--- config.mk ---
export PLATFORM = sky130hd
export DESIGN_NAME = vm_change_dispenser
export DESIGN_NICKNAME = d
export VERILOG_FILES = /design/src/rtl/vm_pkg.sv /design/src/rtl/vm_cycle_timer.sv /design/src/rtl/vm_change_dispenser.sv
export SDC_FILE = /design/constraint.sdc
export NUM_CORES = 1
export LEC_CHECK = 0
export CORE_ASPECT_RATIO = 0.8
export CORE_UTILIZATION = 55
export DETAILED_ROUTE_END_ITERATION = 16
export MAX_ROUTING_LAYER = met4
export PLACE_DENSITY = 0.79
export SLEW_MARGIN = 20
export SYNTH_ARGS = -nofsm -noshare
export SYNTH_HDL_FRONTEND = slang
export SYNTH_HIERARCHICAL = 1
export SYNTH_SLANG_ARGS = --single-unit
--- constraint.sdc ---
create_clock -name clk -period 3.95 [get_ports clk]
set_clock_uncertainty 0.15 [all_clocks]
set_input_delay 0.395 -clock clk [delete_from_list [all_inputs] [get_ports clk]]
set_output_delay 0.395 -clock clk [all_outputs]
set_load 0.05 [all_outputs]
--- src/rtl/vm_pkg.sv ---
// vm_pkg: definitions shared by the vending machine FSM and the
// change dispenser.
//   vm_disp_state_t - dispenser state encoding
//   *_CENTS         - coin values and product price
//   TIMER_W         - width of the dispenser cycle timer
//   timer_preset()  - converts a cycle count into a timer load value
package vm_pkg;

   typedef enum logic [2:0] {
      ST_IDLE = 3'd0,
      ST_VEND = 3'd1,
      ST_PAY  = 3'd2,
      ST_GAP  = 3'd3,
      ST_DONE = 3'd4
   } vm_disp_state_t;

   localparam int NICKLE_CENTS  = 5;
   localparam int DIME_CENTS    = 10;
   localparam int QUARTER_CENTS = 25;
   localparam int PRICE_CENTS   = 20;

   localparam int TIMER_W = 16;

   // The timer expires once it has counted down to zero, so a phase that
   // lasts N cycles is loaded with N-1.
   function automatic logic [TIMER_W-1:0] timer_preset(input int cycles);
      return TIMER_W'(cycles - 1);
   endfunction

endpackage

--- src/rtl/vm_cycle_timer.sv ---
// vm_cycle_timer: loadable down-counter with a zero flag.
//   clk        - system clock, rising edge
//   rst        - synchronous active-high reset (count cleared)
//   load       - load load_value this cycle (overrides counting)
//   load_value - value to load
//   expired    - high while the count is zero
module vm_cycle_timer
   import vm_pkg::*;
#(
   parameter int WIDTH = TIMER_W
) (
   input  logic             clk,
   input  logic             rst,
   input  logic             load,
   input  logic [WIDTH-1:0] load_value,
   output logic             expired
);

   logic [WIDTH-1:0] count_reg;

   always_ff @(posedge clk) begin
      if (rst) begin
         count_reg <= '0;
      end else if (load) begin
         count_reg <= load_value;
      end else if (count_reg != '0) begin
         count_reg <= count_reg - 1'b1;
      end
   end

   assign expired = (count_reg == '0);

endmodule

--- src/rtl/vm_change_dispenser.sv ---
// vm_change_dispenser: runs the product-drop motor after each vend pulse,
// then pays the owed nickels one at a time through a req/ack hopper.
// Holds one follow-on vend request.
//   clk, rst      - clock and synchronous active-high reset
//   soda, change  - vend pulse and nickels owed (change valid with soda)
//   eject_ack     - hopper released one nickel
//   vend_motor    - product-drop motor enable
//   eject_req     - request one nickel from the hopper
//   busy          - dispenser not idle (combinational)
//   done          - one-cycle pulse when a vend and its payout finish
//   overflow_err  - sticky: a vend request was dropped (slot full)
//   hopper_fault  - sticky: the hopper failed to acknowledge in time
//   owed          - nickels left unpaid at the last fault
//   total_nickles - count of nickels ejected, wraps
module vm_change_dispenser
   import vm_pkg::*;
#(
   parameter int VEND_CYCLES = 4,
   parameter int EJECT_GAP   = 2,
   parameter int ACK_TIMEOUT = 16
) (
   input  logic        clk,
   input  logic        rst,
   input  logic        soda,
   input  logic [2:0]  change,
   input  logic        eject_ack,
   output logic        vend_motor,
   output logic        eject_req,
   output logic        busy,
   output logic        done,
   output logic        overflow_err,
   output logic        hopper_fault,
   output logic [2:0]  owed,
   output logic [15:0] total_nickles
);

   vm_disp_state_t state_reg, state_next;

   logic [2:0]  coins_reg, coins_next;
   logic        pend_valid_reg, pend_valid_next;
   logic [2:0]  pend_change_reg, pend_change_next;
   logic [15:0] total_reg, total_next;
   logic        fault_reg, fault_next;
   logic [2:0]  owed_reg, owed_next;
   logic        overflow_reg, overflow_next;
   logic        vend_motor_reg, eject_req_reg, done_reg;

   logic               timer_load;
   logic [TIMER_W-1:0] timer_value;
   logic               timer_expired;

   // One timer serves every timed phase; it is reloaded on each state entry.
   vm_cycle_timer #(.WIDTH(TIMER_W)) u_timer (
      .clk        (clk),
      .rst        (rst),
      .load       (timer_load),
      .load_value (timer_value),
      .expired    (timer_expired)
   );

   always_ff @(posedge clk) begin
      if (rst) begin
         state_reg       <= ST_IDLE;
         coins_reg       <= '0;
         pend_valid_reg  <= 1'b0;
         pend_change_reg <= '0;
         total_reg       <= '0;
         fault_reg       <= 1'b0;
         owed_reg        <= '0;
         overflow_reg    <= 1'b0;
         vend_motor_reg  <= 1'b0;
         eject_req_reg   <= 1'b0;
         done_reg        <= 1'b0;
      end else begin
         state_reg       <= state_next;
         coins_reg       <= coins_next;
         pend_valid_reg  <= pend_valid_next;
         pend_change_reg <= pend_change_next;
         total_reg       <= total_next;
         fault_reg       <= fault_next;
         owed_reg        <= owed_next;
         overflow_reg    <= overflow_next;
         // Decoding the next state keeps these outputs registered yet
         // aligned with the state they belong to.
         vend_motor_reg  <= (state_next == ST_VEND);
         eject_req_reg   <= (state_next == ST_PAY);
         done_reg        <= (state_next == ST_DONE);
      end
   end

   always_comb begin
      state_next       = state_reg;
      coins_next       = coins_reg;
      pend_valid_next  = pend_valid_reg;
      pend_change_next = pend_change_reg;
      total_next       = total_reg;
      fault_next       = fault_reg;
      owed_next        = owed_reg;
      overflow_next    = overflow_reg;
      timer_value      = '0;

      case (state_reg)
         ST_IDLE: begin
            if (soda) begin
               coins_next = change;
               state_next = ST_VEND;
            end
         end
         ST_VEND: begin
            if (timer_expired) begin
               state_next = (coins_reg != 3'd0) ? ST_PAY : ST_DONE;
            end
         end
         ST_PAY: begin
            // An ack arriving in the final timeout cycle still counts.
            if (eject_ack) begin
               coins_next = coins_reg - 3'd1;
               total_next = total_reg + 16'd1;
               state_next = (coins_reg == 3'd1) ? ST_DONE : ST_GAP;
            end else if (timer_expired) begin
               fault_next = 1'b1;
               owed_next  = coins_reg;
               coins_next = 3'd0;
               state_next = ST_DONE;
            end
         end
         ST_GAP: begin
            if (timer_expired) begin
               state_next = ST_PAY;
            end
         end
         ST_DONE: begin
            if (pend_valid_reg) begin
               coins_next      = pend_change_reg;
               pend_valid_next = 1'b0;
               state_next      = ST_VEND;
            end else if (soda) begin
               // Empty slot: the request would be stored and served at
               // once, so it bypasses the slot.
               coins_next = change;
               state_next = ST_VEND;
            end else begin
               state_next = ST_IDLE;
            end
         end
         default: begin
            state_next = ST_IDLE;
         end
      endcase

      // Requests arriving while busy go to the single pending slot.
      if (soda && (state_reg != ST_IDLE)) begin
         if (pend_valid_reg) begin
            overflow_next = 1'b1;
         end else if (state_reg != ST_DONE) begin
            pend_valid_next  = 1'b1;
            pend_change_next = change;
         end
      end

      timer_load = (state_next != state_reg);
      case (state_next)
         ST_VEND: timer_value = timer_preset(VEND_CYCLES);
         ST_PAY:  timer_value = timer_preset(ACK_TIMEOUT);
         ST_GAP:  timer_value = timer_preset(EJECT_GAP);
         default: timer_value = '0;
      endcase
   end

   assign busy          = (state_reg != ST_IDLE);
   assign vend_motor    = vend_motor_reg;
   assign eject_req     = eject_req_reg;
   assign done          = done_reg;
   assign overflow_err  = overflow_reg;
   assign hopper_fault  = fault_reg;
   assign owed          = owed_reg;
   assign total_nickles = total_reg;

endmodule

==> impl_metrics.tcl, run 1 <==
set metrics [dict create \
    dp.cells 407 \
    gp_congestion 0.8893 \
    finalSetupTns_ns 0 \
    avgViaCountPerCell 5.641 \
    ant_nets 0 \
    p_comb_frac 0.412 \
    grt_usage 0.2409 \
    synthAdderAreaFrac 0.02397 \
    grt-busiest-layer "met2" \
    p_sw_frac 0.4009 \
    io_buffers 31 \
    worstSetupStartpointType "register" \
    r2r_cells 9 \
    ir_drop_v 0.0003145 \
    post_drt_wl_per_cell_um 13.23 \
    hold_path_class "reg -> reg" \
    path_class "reg -> reg" \
    setup_viol 0 \
    crit_path_end "coins_reg[0]$_SDFFE_PP0P_" \
    cts_resized 0 \
    max_freq_ghz 0.2957 \
    period_share 0.8562 \
    row_count 22 \
    cp_max_fo 8 \
    async_reset_ff_frac 0 \
    antenna_found_initial 0 \
    clkTransAtPathRegs_ns 0.10 \
    cts_root_buf "clkbuf_8" \
    grt_max_degree 46 \
    synth-xor-area-share 0.06711 \
    die_x_um 79.02 \
    die-area_mm2 0.005027 \
    dp_hpwl_um 3898 \
    slew_headroom 0.3042 \
    chipHeight_um 63.62 \
    pre_cts_ws_ns 0.6276 \
    avgSynthCellArea_um2 8.339 \
    regToRegEndpoint "coins_reg[0]$_SDFFE_PP0P_" \
    syn_area_mm2 0.002610 \
    hp-start "hopper_fault$_SDFFE_PP0P_" \
    dr.pass1.iters 5 \
    hold_violations 0 \
    rrSetupSlack_ns 0.57 \
    clock_sinks 50 \
    p_leak_uw 0.001080 \
    synth_top_cell_by_area "dfxtp_1" \
    drive_gt1_frac 0.06761 \
    slew_violations 0 \
    synth_top_family_by_area "simple AND/OR/NAND/NOR gates" \
    switchingPower_uw 675.2 \
    yosys.area_share.simple 0.2953 \
    power.density_mw_per_mm2 544.1 \
    cts_buffer_depth 2 \
    diodes 0 \
    intPower_uw 1009 \
    crit_arrival_ns 3.45 \
    muxShareOfSynthArea 0.01582 \
    fin_hold_ws_ns 0.3031 \
    finalNetCount 366 \
    syn-instance-count 313 \
    synth_edf_count 0 \
    clock_latency_ns 0.31 \
    whs_path_depth 2 \
    rsz0062_at_grt "false" \
    clkPwrFrac 0.182 \
    coreArea_mm2 0.004569 \
    use_met1 0.3357 \
    met3_usage 0.04928 \
    pwr-share-seq 0.406 \
    hold_buffers 0 \
    grt_pass1_vias 2061 \
    postCtsSetupRepairBufs 0 \
    synth.distinct_cells 56 \
    min_period_ns 3.382 \
    grtUsageMet2 0.3481 \
    grt_pass1_wl_um 9335 \
    required_ns 4.02 \
    cts_buffers 5 \
    pin_count 32 \
    tightestPinTransition_ns 1.042 \
    synth.top_cell.area_share 0.3835 \
    syn2layout_area_growth_pct 18.60 \
    drc 0 \
    htreeDepth 2 \
    grt-ovfl-total 0 \
    ys_seq_area_frac 0.3835 \
    outcome "complete, no violations" \
    drv_cap 0 \
    layout_setup_ws_ns 0.5679 \
    drtIter0Drc 224 \
    yosysWarnings 6 \
    synth-compound-area-share 0.1783 \
    netlist_top_cells_area "dfxtp_1, nand2_1, nor2_1, xnor2_1, a21oi_1" \
    cp-end-kind "register" \
    cts_tree "built" \
    wl_um 5489 \
    ys_seq_elements 50 \
    via_count 2341 \
    initial_utilization 0.5712 \
    yosys_most_used_dff "dfxtp_1" \
    critPathLaunch "u_timer/count_reg[0]$_SDFFE_PP0P_" \
    r2r_start "u_timer/count_reg[0]$_SDFFE_PP0P_" \
    stdcell_count 415 \
]
[cell usage in the layout (no fill, tap or decap), types with 3 or more instances in the layout]
cell type / count
xnor2_1: 13
nor4_1: 4
clkdlybuf4s50_1: 31
a31oi_1: 3
a21oi_1: 22
dfxtp_1: 50
o21ai_0: 13
o31ai_1: 4
xor2_1: 7
nand2b_1: 4
and4_1: 3
conb_1: 17
a221oi_1: 3
nor3b_1: 5
nand2_1: 34
nor2_1: 32
ha_1: 5
nand3_1: 10
nor3_1: 12
inv_1: 6
or3_1: 8
mux2i_1: 3
clkbuf_8: 5
nor2b_1: 3
nand4_1: 8
a211oi_1: 4
o21ai_1: 7
[Yosys cell counts, types with 3 or more instances]
| library cell | n |
|---|---|
| o21ai_0 | 13 |
| nor2_1 | 32 |
| o21ai_1 | 7 |
| or3_1 | 8 |
| a221oi_1 | 3 |
| nor3b_1 | 5 |
| clkbuf_1 | 9 |
| dfxtp_1 | 50 |
| mux2i_1 | 3 |
| nand3_1 | 10 |
| xor2_1 | 7 |
| xnor2_1 | 13 |
| o31ai_1 | 4 |
| nor3_1 | 12 |
| nor4_1 | 4 |
| buf_2 | 3 |
| a211oi_1 | 4 |
| a21oi_1 | 22 |
| inv_1 | 6 |
| nand2_1 | 34 |
| a31oi_1 | 3 |
| and4_1 | 3 |
| ha_1 | 5 |
| nand2b_1 | 4 |
| nor2b_1 | 3 |
| nand4_1 | 8 |
[routing by layer]
layer,vias up,part of all wire,wire (um)
met3,4,0.036,199
met2,49,0.44,2420
met4,0,0.0080,44
met5,-,0,0
li1,1209,-,-
met1,1079,0.51,2824
[power by group through the flow]
stage | clock (uW) | combinational [uW] | sequential [uW]
floorplan | 0 | 585 | 677
global placement | 0 | 670 | 693
detailed placement | 0 | 683 | 692
CTS | 316 | 688 | 682
global route | 339 | 769 | 698
finish | 306 | 694 | 684
[metrics by stage]
| stage | util | instance area, um^2 | power (uW) |
|---|---|---|---|
| 3_3_place_gp | 0.6572 | 3003 | 1363 |
| 2_1_floorplan | - | 2670 | 1262 |
| 4_1_cts | 0.6774 | 3095 | 1686 |
| 5_1_grt | 0.6774 | 3095 | 1807 |
| 3_5_place_dp | 0.6572 | 3003 | 1375 |
| 6_report | 0.6774 | 3095 | 1684 |
[layout make-up]
type                       count  area (um^2)
clock buffer                   5        68.82
clock inverter                 3        23.77
fill                         414         1474
inverter                       6        22.52
multi-input combinational    258         1579
sequential                    50         1001
tap                           60        75.07
timing repair buffer          33        325.3
[how the worst min path moves through the flow]
stage / end / slack [ns]
2_1_floorplan: pend_change_reg[0]$_SDFFE_PP0P_ / 0.30
3_3_place_gp: hopper_fault$_SDFFE_PP0P_ / 0.28
3_5_place_dp: hopper_fault$_SDFFE_PP0P_ / 0.30
4_1_cts: hopper_fault$_SDFFE_PP0P_ / 0.31
5_1_grt: hopper_fault$_SDFFE_PP0P_ / 0.34
6_report: hopper_fault$_SDFFE_PP0P_ / 0.30
[cells by family after synthesis]
group	Yosys count
muxes	4
adders and majority gates	5
DFF	50
xor gates and xnor gates	20
buffers and inverters	21
and+or+nand+nor	140
other	1
AOI/OAI and AO/OA	72
[critical path: stages, from the launching register on]
cell and delay [ns]:
dfxtp_1 0.34, inv_1 0.09, ha_1 0.20, or3b_2 0.53, or4_4 0.59, nor2_1 0.40
nor3b_1 0.13, a211oi_1 0.56, nor2_1 0.08, a211oi_1 0.22
Note: power is estimated with default switching activity, not from simulation.
==> run 2, diff against run 1 <==
--- a/config.mk
+++ b/config.mk
@@ -7,6 +7,7 @@
 export LEC_CHECK = 0
 export CORE_ASPECT_RATIO = 0.8
 export CORE_UTILIZATION = 55
+export CTS_CLUSTER_DIAMETER = 150
 export DETAILED_ROUTE_END_ITERATION = 16
 export MAX_ROUTING_LAYER = met4
 export PLACE_DENSITY = 0.79
==> results of run 2 <==
Same layout as run 1: the final DEF is identical, and so are final timing and power.
